**config.mk**
```make
export PLATFORM = sky130hd
export DESIGN_NAME = traffic_phase_controller
export DESIGN_NICKNAME = d
export VERILOG_FILES = /design/src/rtl/traffic_pkg.sv /design/src/rtl/phase_countdown.sv /design/src/rtl/traffic_phase_controller.sv
export SDC_FILE = /design/constraint.sdc
export NUM_CORES = 1
export LEC_CHECK = 0
export CAP_MARGIN = 15
export CORE_ASPECT_RATIO = 0.7
export CORE_MARGIN = 10
export CORE_UTILIZATION = 34
export CTS_CLUSTER_DIAMETER = 30
export DETAILED_ROUTE_END_ITERATION = 6
export HOLD_SLACK_MARGIN = 0.05
export MAX_ROUTING_LAYER = met4
export SLEW_MARGIN = 10
export SYNTH_ARGS = -nofsm -noshare
export SYNTH_HDL_FRONTEND = slang
export SYNTH_SLANG_ARGS = --single-unit
```
**constraint.sdc**
```tcl
create_clock -name clk -period 4.54 [get_ports clk]
set_clock_uncertainty 0.1 [all_clocks]
set_input_delay 0.681 -clock clk [delete_from_list [all_inputs] [get_ports clk]]
set_output_delay 0.681 -clock clk [all_outputs]
set_load 0.02 [all_outputs]
```
**src/rtl/traffic_pkg.sv**
```systemverilog
// Shared state codes, lamp encodings and default phase durations for the
// intersection controller. NIGHT_FLASH_EN adds the night flashing state code.
package traffic_pkg;

    // Phase state codes
    localparam logic [2:0] ST_MAIN_GREEN  = 3'd0;
    localparam logic [2:0] ST_MAIN_YELLOW = 3'd1;
    localparam logic [2:0] ST_ALL_RED_A   = 3'd2;
    localparam logic [2:0] ST_WALK        = 3'd3;
    localparam logic [2:0] ST_SIDE_GREEN  = 3'd4;
    localparam logic [2:0] ST_SIDE_YELLOW = 3'd5;
    localparam logic [2:0] ST_ALL_RED_B   = 3'd6;
`ifdef NIGHT_FLASH_EN
    localparam logic [2:0] ST_NIGHT_FLASH = 3'd7;
`endif

    // Lamp encodings {red,yellow,green}
    localparam logic [2:0] LAMP_RED = 3'b100;
    localparam logic [2:0] LAMP_YEL = 3'b010;
    localparam logic [2:0] LAMP_GRN = 3'b001;

    // Default durations in 1 Hz ticks
    localparam int unsigned DEF_CNT_W        = 4;
    localparam int unsigned DEF_T_MAIN_GREEN = 8;
    localparam int unsigned DEF_T_YELLOW     = 3;
    localparam int unsigned DEF_T_ALL_RED    = 1;
    localparam int unsigned DEF_T_SIDE_GREEN = 6;
    localparam int unsigned DEF_T_WALK       = 5;

    // Countdown load value for a duration; a zero duration behaves as one tick
    function automatic int unsigned dur_to_load(input int unsigned t);
        return (t == 0) ? 0 : t - 1;
    endfunction

endpackage

```
**src/rtl/phase_countdown.sv**
```systemverilog
// Loadable down-counter that times each phase. Load wins over tick; the
// count saturates at zero so a holding phase stays expired.
module phase_countdown #(
    parameter int unsigned CNT_W = 4
) (
    input  logic             clk,
    input  logic             load,
    input  logic [CNT_W-1:0] load_value,
    input  logic             tick,
    output logic [CNT_W-1:0] count,
    output logic             zero_c
);

    assign zero_c = (count == '0);

    // Load on phase entry, otherwise count ticks down to zero
    always_ff @(posedge clk) begin
        if (load) begin
            count <= load_value;
        end else if (tick && !zero_c) begin
            count <= count - CNT_W'(1);
        end
    end

endmodule

```
**src/rtl/traffic_phase_controller.sv**
```systemverilog
// Two-road intersection phase sequencer with pedestrian walk phase.
// Define NIGHT_FLASH_EN to enable the night flashing mode driven by night_mode.
module traffic_phase_controller
    import traffic_pkg::*;
#(
    parameter int unsigned CNT_W        = DEF_CNT_W,
    parameter int unsigned T_MAIN_GREEN = DEF_T_MAIN_GREEN,
    parameter int unsigned T_YELLOW     = DEF_T_YELLOW,
    parameter int unsigned T_ALL_RED    = DEF_T_ALL_RED,
    parameter int unsigned T_SIDE_GREEN = DEF_T_SIDE_GREEN,
    parameter int unsigned T_WALK       = DEF_T_WALK
) (
    input  logic       clk,
    input  logic       reset,
    input  logic       oneHz_enable,
    input  logic       sensor,
    input  logic       walk_req,
    input  logic       night_mode,
    output logic [2:0] main_lights,
    output logic [2:0] side_lights,
    output logic       walk_lamp,
    output logic [2:0] phase
);

    localparam logic [CNT_W-1:0] LD_MAIN_GREEN = CNT_W'(dur_to_load(T_MAIN_GREEN));
    localparam logic [CNT_W-1:0] LD_YELLOW     = CNT_W'(dur_to_load(T_YELLOW));
    localparam logic [CNT_W-1:0] LD_ALL_RED    = CNT_W'(dur_to_load(T_ALL_RED));
    localparam logic [CNT_W-1:0] LD_SIDE_GREEN = CNT_W'(dur_to_load(T_SIDE_GREEN));
    localparam logic [CNT_W-1:0] LD_WALK       = CNT_W'(dur_to_load(T_WALK));

    logic [2:0]       state;
    logic [2:0]       state_nxt;
    logic             walk_pending;
    logic             pending_nxt;
    logic             cnt_load;
    logic [CNT_W-1:0] cnt_value;
    logic [CNT_W-1:0] cnt_count;
    logic             cnt_zero;
    logic             expire;
    logic [2:0]       main_nxt;
    logic [2:0]       side_nxt;
    logic             walk_nxt;

`ifdef NIGHT_FLASH_EN
    logic flash;
    logic flash_nxt;
`else
    logic unused_night;
    assign unused_night = night_mode;
`endif

    // Phase timer; reset forces the all-red clearance duration
    phase_countdown #(
        .CNT_W (CNT_W)
    ) u_countdown (
        .clk        (clk),
        .load       (reset | cnt_load),
        .load_value (reset ? LD_ALL_RED : cnt_value),
        .tick       (oneHz_enable),
        .count      (cnt_count),
        .zero_c     (cnt_zero)
    );

    assign expire = oneHz_enable && cnt_zero;
    assign phase  = state;

    // Next state, countdown reload, walk request tracking and lamp decode
    always_comb begin
        state_nxt   = state;
        pending_nxt = walk_pending;
        cnt_load    = 1'b0;
        cnt_value   = '0;
        main_nxt    = LAMP_RED;
        side_nxt    = LAMP_RED;
        walk_nxt    = 1'b0;
`ifdef NIGHT_FLASH_EN
        flash_nxt   = flash;
`endif

        if (expire) begin
            case (state)
                ST_MAIN_GREEN:  if (sensor || walk_pending) state_nxt = ST_MAIN_YELLOW;
                ST_MAIN_YELLOW: state_nxt = ST_ALL_RED_A;
                ST_ALL_RED_A:   state_nxt = walk_pending ? ST_WALK : ST_SIDE_GREEN;
                ST_WALK:        state_nxt = ST_SIDE_GREEN;
                ST_SIDE_GREEN:  state_nxt = ST_SIDE_YELLOW;
                ST_SIDE_YELLOW: state_nxt = ST_ALL_RED_B;
                ST_ALL_RED_B:   state_nxt = ST_MAIN_GREEN;
                default:        state_nxt = ST_ALL_RED_B;
            endcase
        end

`ifdef NIGHT_FLASH_EN
        // Night flashing overrides normal sequencing; lamps start lit on entry
        if (state == ST_NIGHT_FLASH) begin
            state_nxt = ST_NIGHT_FLASH;
            if (oneHz_enable) begin
                if (night_mode) begin
                    flash_nxt = ~flash;
                end else begin
                    state_nxt = ST_ALL_RED_B;
                end
            end
        end else if (expire && night_mode) begin
            state_nxt = ST_NIGHT_FLASH;
            flash_nxt = 1'b1;
        end
`endif

        if (state_nxt != state) begin
            cnt_load = 1'b1;
            case (state_nxt)
                ST_MAIN_GREEN:  cnt_value = LD_MAIN_GREEN;
                ST_MAIN_YELLOW: cnt_value = LD_YELLOW;
                ST_SIDE_YELLOW: cnt_value = LD_YELLOW;
                ST_ALL_RED_A:   cnt_value = LD_ALL_RED;
                ST_ALL_RED_B:   cnt_value = LD_ALL_RED;
                ST_WALK:        cnt_value = LD_WALK;
                ST_SIDE_GREEN:  cnt_value = LD_SIDE_GREEN;
                default:        cnt_value = '0;
            endcase
        end

        // A request is consumed by entering WALK and ignored while in WALK
        if ((state_nxt == ST_WALK) || (state == ST_WALK)) begin
            pending_nxt = 1'b0;
        end else if (walk_req) begin
            pending_nxt = 1'b1;
        end

        case (state_nxt)
            ST_MAIN_GREEN:  main_nxt = LAMP_GRN;
            ST_MAIN_YELLOW: main_nxt = LAMP_YEL;
            ST_SIDE_GREEN:  side_nxt = LAMP_GRN;
            ST_SIDE_YELLOW: side_nxt = LAMP_YEL;
            ST_WALK:        walk_nxt = 1'b1;
`ifdef NIGHT_FLASH_EN
            ST_NIGHT_FLASH: begin
                main_nxt = flash_nxt ? LAMP_YEL : 3'b000;
                side_nxt = flash_nxt ? LAMP_RED : 3'b000;
            end
`endif
            default: ;
        endcase
    end

    // State, request and lamp registers; lamps move on the same edge as the state
    always_ff @(posedge clk) begin
        if (reset) begin
            state        <= ST_ALL_RED_B;
            walk_pending <= 1'b0;
            main_lights  <= LAMP_RED;
            side_lights  <= LAMP_RED;
            walk_lamp    <= 1'b0;
`ifdef NIGHT_FLASH_EN
            flash        <= 1'b0;
`endif
        end else begin
            state        <= state_nxt;
            walk_pending <= pending_nxt;
            main_lights  <= main_nxt;
            side_lights  <= side_nxt;
            walk_lamp    <= walk_nxt;
`ifdef NIGHT_FLASH_EN
            flash        <= flash_nxt;
`endif
        end
    end

endmodule

```
* Word-level counts from Yosys, hierarchy flattened
Cells that the tools add are included.
Storage, ports and cells: bits in registers 15, latch bits 0, RAM bits 0, ROM bits 0, input bits 6, output and inout bits 10, logic and storage cells 42, memories kept 0
Cells by class: add/subtract/negate cells 1, multipliers 0, divide/modulo/power cells 0, order comparisons 0, equal/unequal tests 10, shift operators 0, muxes and demuxes 13, bitwise operators 1, reductions and logical operators 11
Operators by type and width (number):
- 3-bit case mux with 6 select lines | 1
- 3-bit equality test (second input constant) | 4
- 3-bit two-way mux | 4
- 4-bit two-way mux | 3
- 3-bit case mux with 2 select lines | 2
- 3-bit case mux with 4 select lines | 1
- 3-bit by 2-bit equality test with 1-bit output (second input constant) | 3
- 3-bit by 1-bit equality test with 1-bit output (second input constant) | 2
- 3-bit zero test | 2
- 4-bit zero test | 1
- 2-bit OR reduction | 2
- 4-bit by 1-bit subtractor with 4-bit output (second input constant) | 1
- 3-bit inequality test | 1
- 1-bit logical AND | 2
- 1-bit logical OR | 2
- 1-bit two-way mux | 2
- 2-bit nonzero test | 1
- 1-bit zero test | 1
- 1-bit bitwise OR | 1

* Longest topological paths before layout
depth in word-level cells 10, gate-level depth with buffers 6, mapped depth without buffers 5

* Hierarchy
Synthesis repeated with hierarchy kept, for this count alone.
Unflattened totals: cells, all modules 84, area total of the unflattened synthesis 749.5 um^2
Modules (own cells, without submodules):
- traffic_phase_controller | times used 1, cells an instance 62, area each 515.5 um^2, sequential area each 220.2 um^2
- phase_countdown | times used 1, cells an instance 22, area each 234.0 um^2, sequential area each 120.1 um^2

* Worst setup path before layout
Ideal clock, no wire load.
kind input -> register, start input reset, end register u_countdown.count[0] (enable), library setup time 305 ps, arrival 1454 ps, required time 4135 ps, slack 2680 ps, cell stages on the path 3, path buffers 1, cells stage by stage clkbuf_1 -> a2bb2oi_1 -> a21o_1
Between the ends: longest elaborated chain between the ends 2
RTL lines:
- start: declaration | RTL line traffic_phase_controller.sv:14 | input logic reset,
- 1-bit bitwise OR | RTL line traffic_phase_controller.sv:57 | .load (reset | cnt_load),
- 2-bit nonzero test (no source line)
- end signal: assignment | RTL line phase_countdown.sv:19 | count <= load_value;
- end signal: assignment | RTL line phase_countdown.sv:21 | count <= count - CNT_W'(1);
- end: declaration | RTL line phase_countdown.sv:10 | output logic [CNT_W-1:0] count,
Every way passes these cells. A chain may end at the register's enable or synchronous reset.

* Worst setup path in the final report
start register state[1], in the netlist phase[1], end output phase[1]
RTL lines:
- start: declaration | RTL line traffic_phase_controller.sv:31 | logic [2:0] state;
- start signal: assignment | RTL line traffic_phase_controller.sv:159 | state <= state_nxt;
- end: declaration | RTL line traffic_phase_controller.sv:22 | output logic [2:0] phase
No word-level cell between the ends.

==> flow_metrics.tcl <==
set metrics [dict create \
    grt_pass1_wl_mm 2.82 \
    drt-pass1-iter-count 4 \
    syn_to_final_growth_pct 21.9 \
    die_width_um 77.2 \
    fillCellCount 219 \
    fin_crit_ns 2.39 \
    rows 14 \
    grt_max_degree 16 \
    finalHoldViolations 0 \
    crit_cells 1 \
    grt_pass1_vias 609 \
    r2r_start "u_countdown.count[0]$_DFFE_PP_" \
    setup.worst_path.end_class "primary output" \
    leakagePower_nw 0.336 \
    post_cts_buffers 0 \
    drive_gt1_frac 0.121 \
    fin_tns_setup_ns 0 \
    critPathSlowestCell "clkdlybuf4s50_1" \
    p_total_mw 0.458 \
    slew_violations 0 \
    wl_mm 1.66 \
    core_area_mm2 0.00217 \
    clk_path_buf_depth 2 \
    dr_total_vias 625 \
    max_stage_delay_ns 0.70 \
    h-tree-depth 1 \
    share_seq_of_total_power 0.458 \
    setup_viol 0 \
    p_sw_mw 0.160 \
    synthArstFlopShare 0 \
    path_delay_family "buffers and inverters" \
    dieArea_mm2 0.00463 \
    die_h_um 60.0 \
    wl_per_cell_um 13.5 \
    worstMarginPinSlew_ns 0.483 \
    ys_seq_elements 15 \
    cts_buffers 3 \
    hold_path_class "reg -> reg" \
    cts-hold-fix-buffers 0 \
    r2r_slack_ns 2.47 \
    synth_edf_count 4 \
    combPwrFrac 0.378 \
    crit_chain "clkdlybuf4s50_1" \
    yosys-top-cells-count "dfxtp_1 (11), nor2_1 (6), a21oi_1 (5), edfxtp_1 (4)" \
    path_buf_inv 1 \
    synth_top_area_frac 0.283 \
    fmax_mhz 418 \
    hold_depth 1 \
    clock_sinks 15 \
    r2r_end "u_countdown.count[0]$_DFFE_PP_" \
    ys_top_cells_by_area "dfxtp_1 (28%), edfxtp_1 (15%), a2bb2oi_1 (3.4%)" \
    relSlewSlack 0.678 \
    finish.net_count 100 \
    synthFlopType "dfxtp_1" \
    synth.largest_area_cell "dfxtp_1" \
    status "finished, final reports clean" \
    ctsResizeCount 0 \
    pin_count 16 \
    intPower_mw 0.297 \
    path_clk_slew_ns 0.08 \
    syn_nets 87 \
    gp_congestion 0.737 \
    dp_hpwl_mm 1.20 \
    synth_cell_types 39 \
    p_per_area_mw_per_mm2 482 \
    avgSynthCellArea_um2 9.85 \
    ant_nets 0 \
    worst_setup_path_start_kind "register" \
    pwr-share-clk 0.164 \
    via_per_inst 5.08 \
    switching_share 0.350 \
    yosysWarnings 0 \
    drv_cap 0 \
    netlist_area_um2 778 \
    root_buffer "clkbuf_4" \
    overflow 0 \
    setup.worst_path.start "phase[1]$_SDFF_PP1_" \
    portBuffers 14 \
    cp.required_ns 3.76 \
    synth_seq_area_share 0.437 \
    grt_use_total 0.0789 \
    drc 0 \
    yosysMostFrequentCell "dfxtp_1" \
    crit_type "reg -> out" \
    synthCells 79 \
    rsz0062_at_grt "no" \
    peakVddDrop_mv 0.218 \
    crit_fanout 15 \
    drtIter0Drc 39 \
    antenna_found_initial 0 \
    antenna_cells 0 \
    endpoint "phase[1]" \
    cts_tree "built" \
    fin_crit_sh 0.528 \
    clk_latency_ns 0.28 \
    initial_utilization 0.358 \
    reg2reg_depth 5 \
    critPathArrivalTime_ns 1.61 \
]
-- layer usage --
layer / vias to the layer above / share of wire / global-route usage
met4: 0 / 0.0054 / 0.0233
met3: 2 / 0.067 / 0.0464
met2: 13 / 0.43 / 0.110
li1: 323 / - / -
met1: 287 / 0.50 / 0.0931
met5: - / 0 / -
-- worst reg2reg max path: stages (launching register included) --
cell and delay [ns]:
edfxtp_1 0.41, inv_1 0.10, ha_1 0.19, and4bb_4 0.35, a2bb2oi_1 0.40, a21o_1 0.23
-- cell families (layout without fill, tap and decap cells) --
| kind of cell | count (synthesis) | after routing | synth area share |
|---|---|---|---|
| adders and majority gates | 2 | 2 | 0.0321 |
| DFF | 15 | 15 | 0.437 |
| buffers and inverters | 9 | 21 | 0.0611 |
| xor gates and xnor gates | 2 | 2 | 0.0225 |
| and+or+nand+nor | 24 | 24 | 0.187 |
| AOI/OAI and AO/OA | 27 | 27 | 0.260 |
-- placed cells by master, fill, tap and decap left out, types with 3 or more instances in the layout --
master / count
o21ai_0: 3
a2bb2oi_1: 3
nand3_1: 3
a21oi_1: 5
nor2_1: 6
clkdlybuf4s50_1: 14
inv_1: 3
clkbuf_4: 3
edfxtp_1: 4
dfxtp_1: 11
-- layout make-up --
| cell class | count | area [um^2] | share of cell area |
|---|---|---|---|
| well taps | 32 | 40.0 | 0.0422 |
| multi-input cells | 55 | 390 | 0.412 |
| clock buffers | 4 | 26.3 | 0.0277 |
| repair buffers | 14 | 140 | 0.148 |
| flip-flops and latches | 15 | 340 | 0.359 |
| inverters | 3 | 11.3 | 0.0119 |
-- stage by stage --
step	hold slack [ns]	area, um^2	utilization	worst slack, ns	std cells
CTS	0.523	948	0.437	2.15	123
detailed placement	0.513	922	0.425	1.95	119
finish	0.529	948	0.437	2.15	123
floorplan	0.472	778	-	2.68	79
global placement	0.507	922	0.425	1.99	119
global route	0.554	948	0.437	2.05	123
-- flip-flops by register name, indices dropped and copies added, names as in the netlist --
name and flops:
main_lights 3, phase 3, side_lights 3, u_countdown.count 4, walk_lamp 1, walk_pending 1
-- worst min path at each step --
stage | start | end | slack [ns]
after floorplan | walk_pending$_SDFFE_PP0P_ | walk_pending$_SDFFE_PP0P_ | 0.47
after global placement | walk_pending$_SDFFE_PP0P_ | walk_pending$_SDFFE_PP0P_ | 0.51
after detailed placement | walk_pending$_SDFFE_PP0P_ | walk_pending$_SDFFE_PP0P_ | 0.51
after CTS | walk_pending$_SDFFE_PP0P_ | walk_pending$_SDFFE_PP0P_ | 0.52
after global routing | u_countdown.count[0]$_DFFE_PP_ | u_countdown.count[0]$_DFFE_PP_ | 0.55
final | u_countdown.count[0]$_DFFE_PP_ | u_countdown.count[0]$_DFFE_PP_ | 0.53
-- power by group through the flow --
stage,clock [mW],sequential [mW],combinational [mW]
floorplan,0,0.207,0.137
global placement,0,0.211,0.173
detailed placement,0,0.212,0.174
CTS,0.0786,0.209,0.175
global route,0.0858,0.215,0.194
finish,0.0752,0.210,0.173
(Power assumes the default switching activity.)
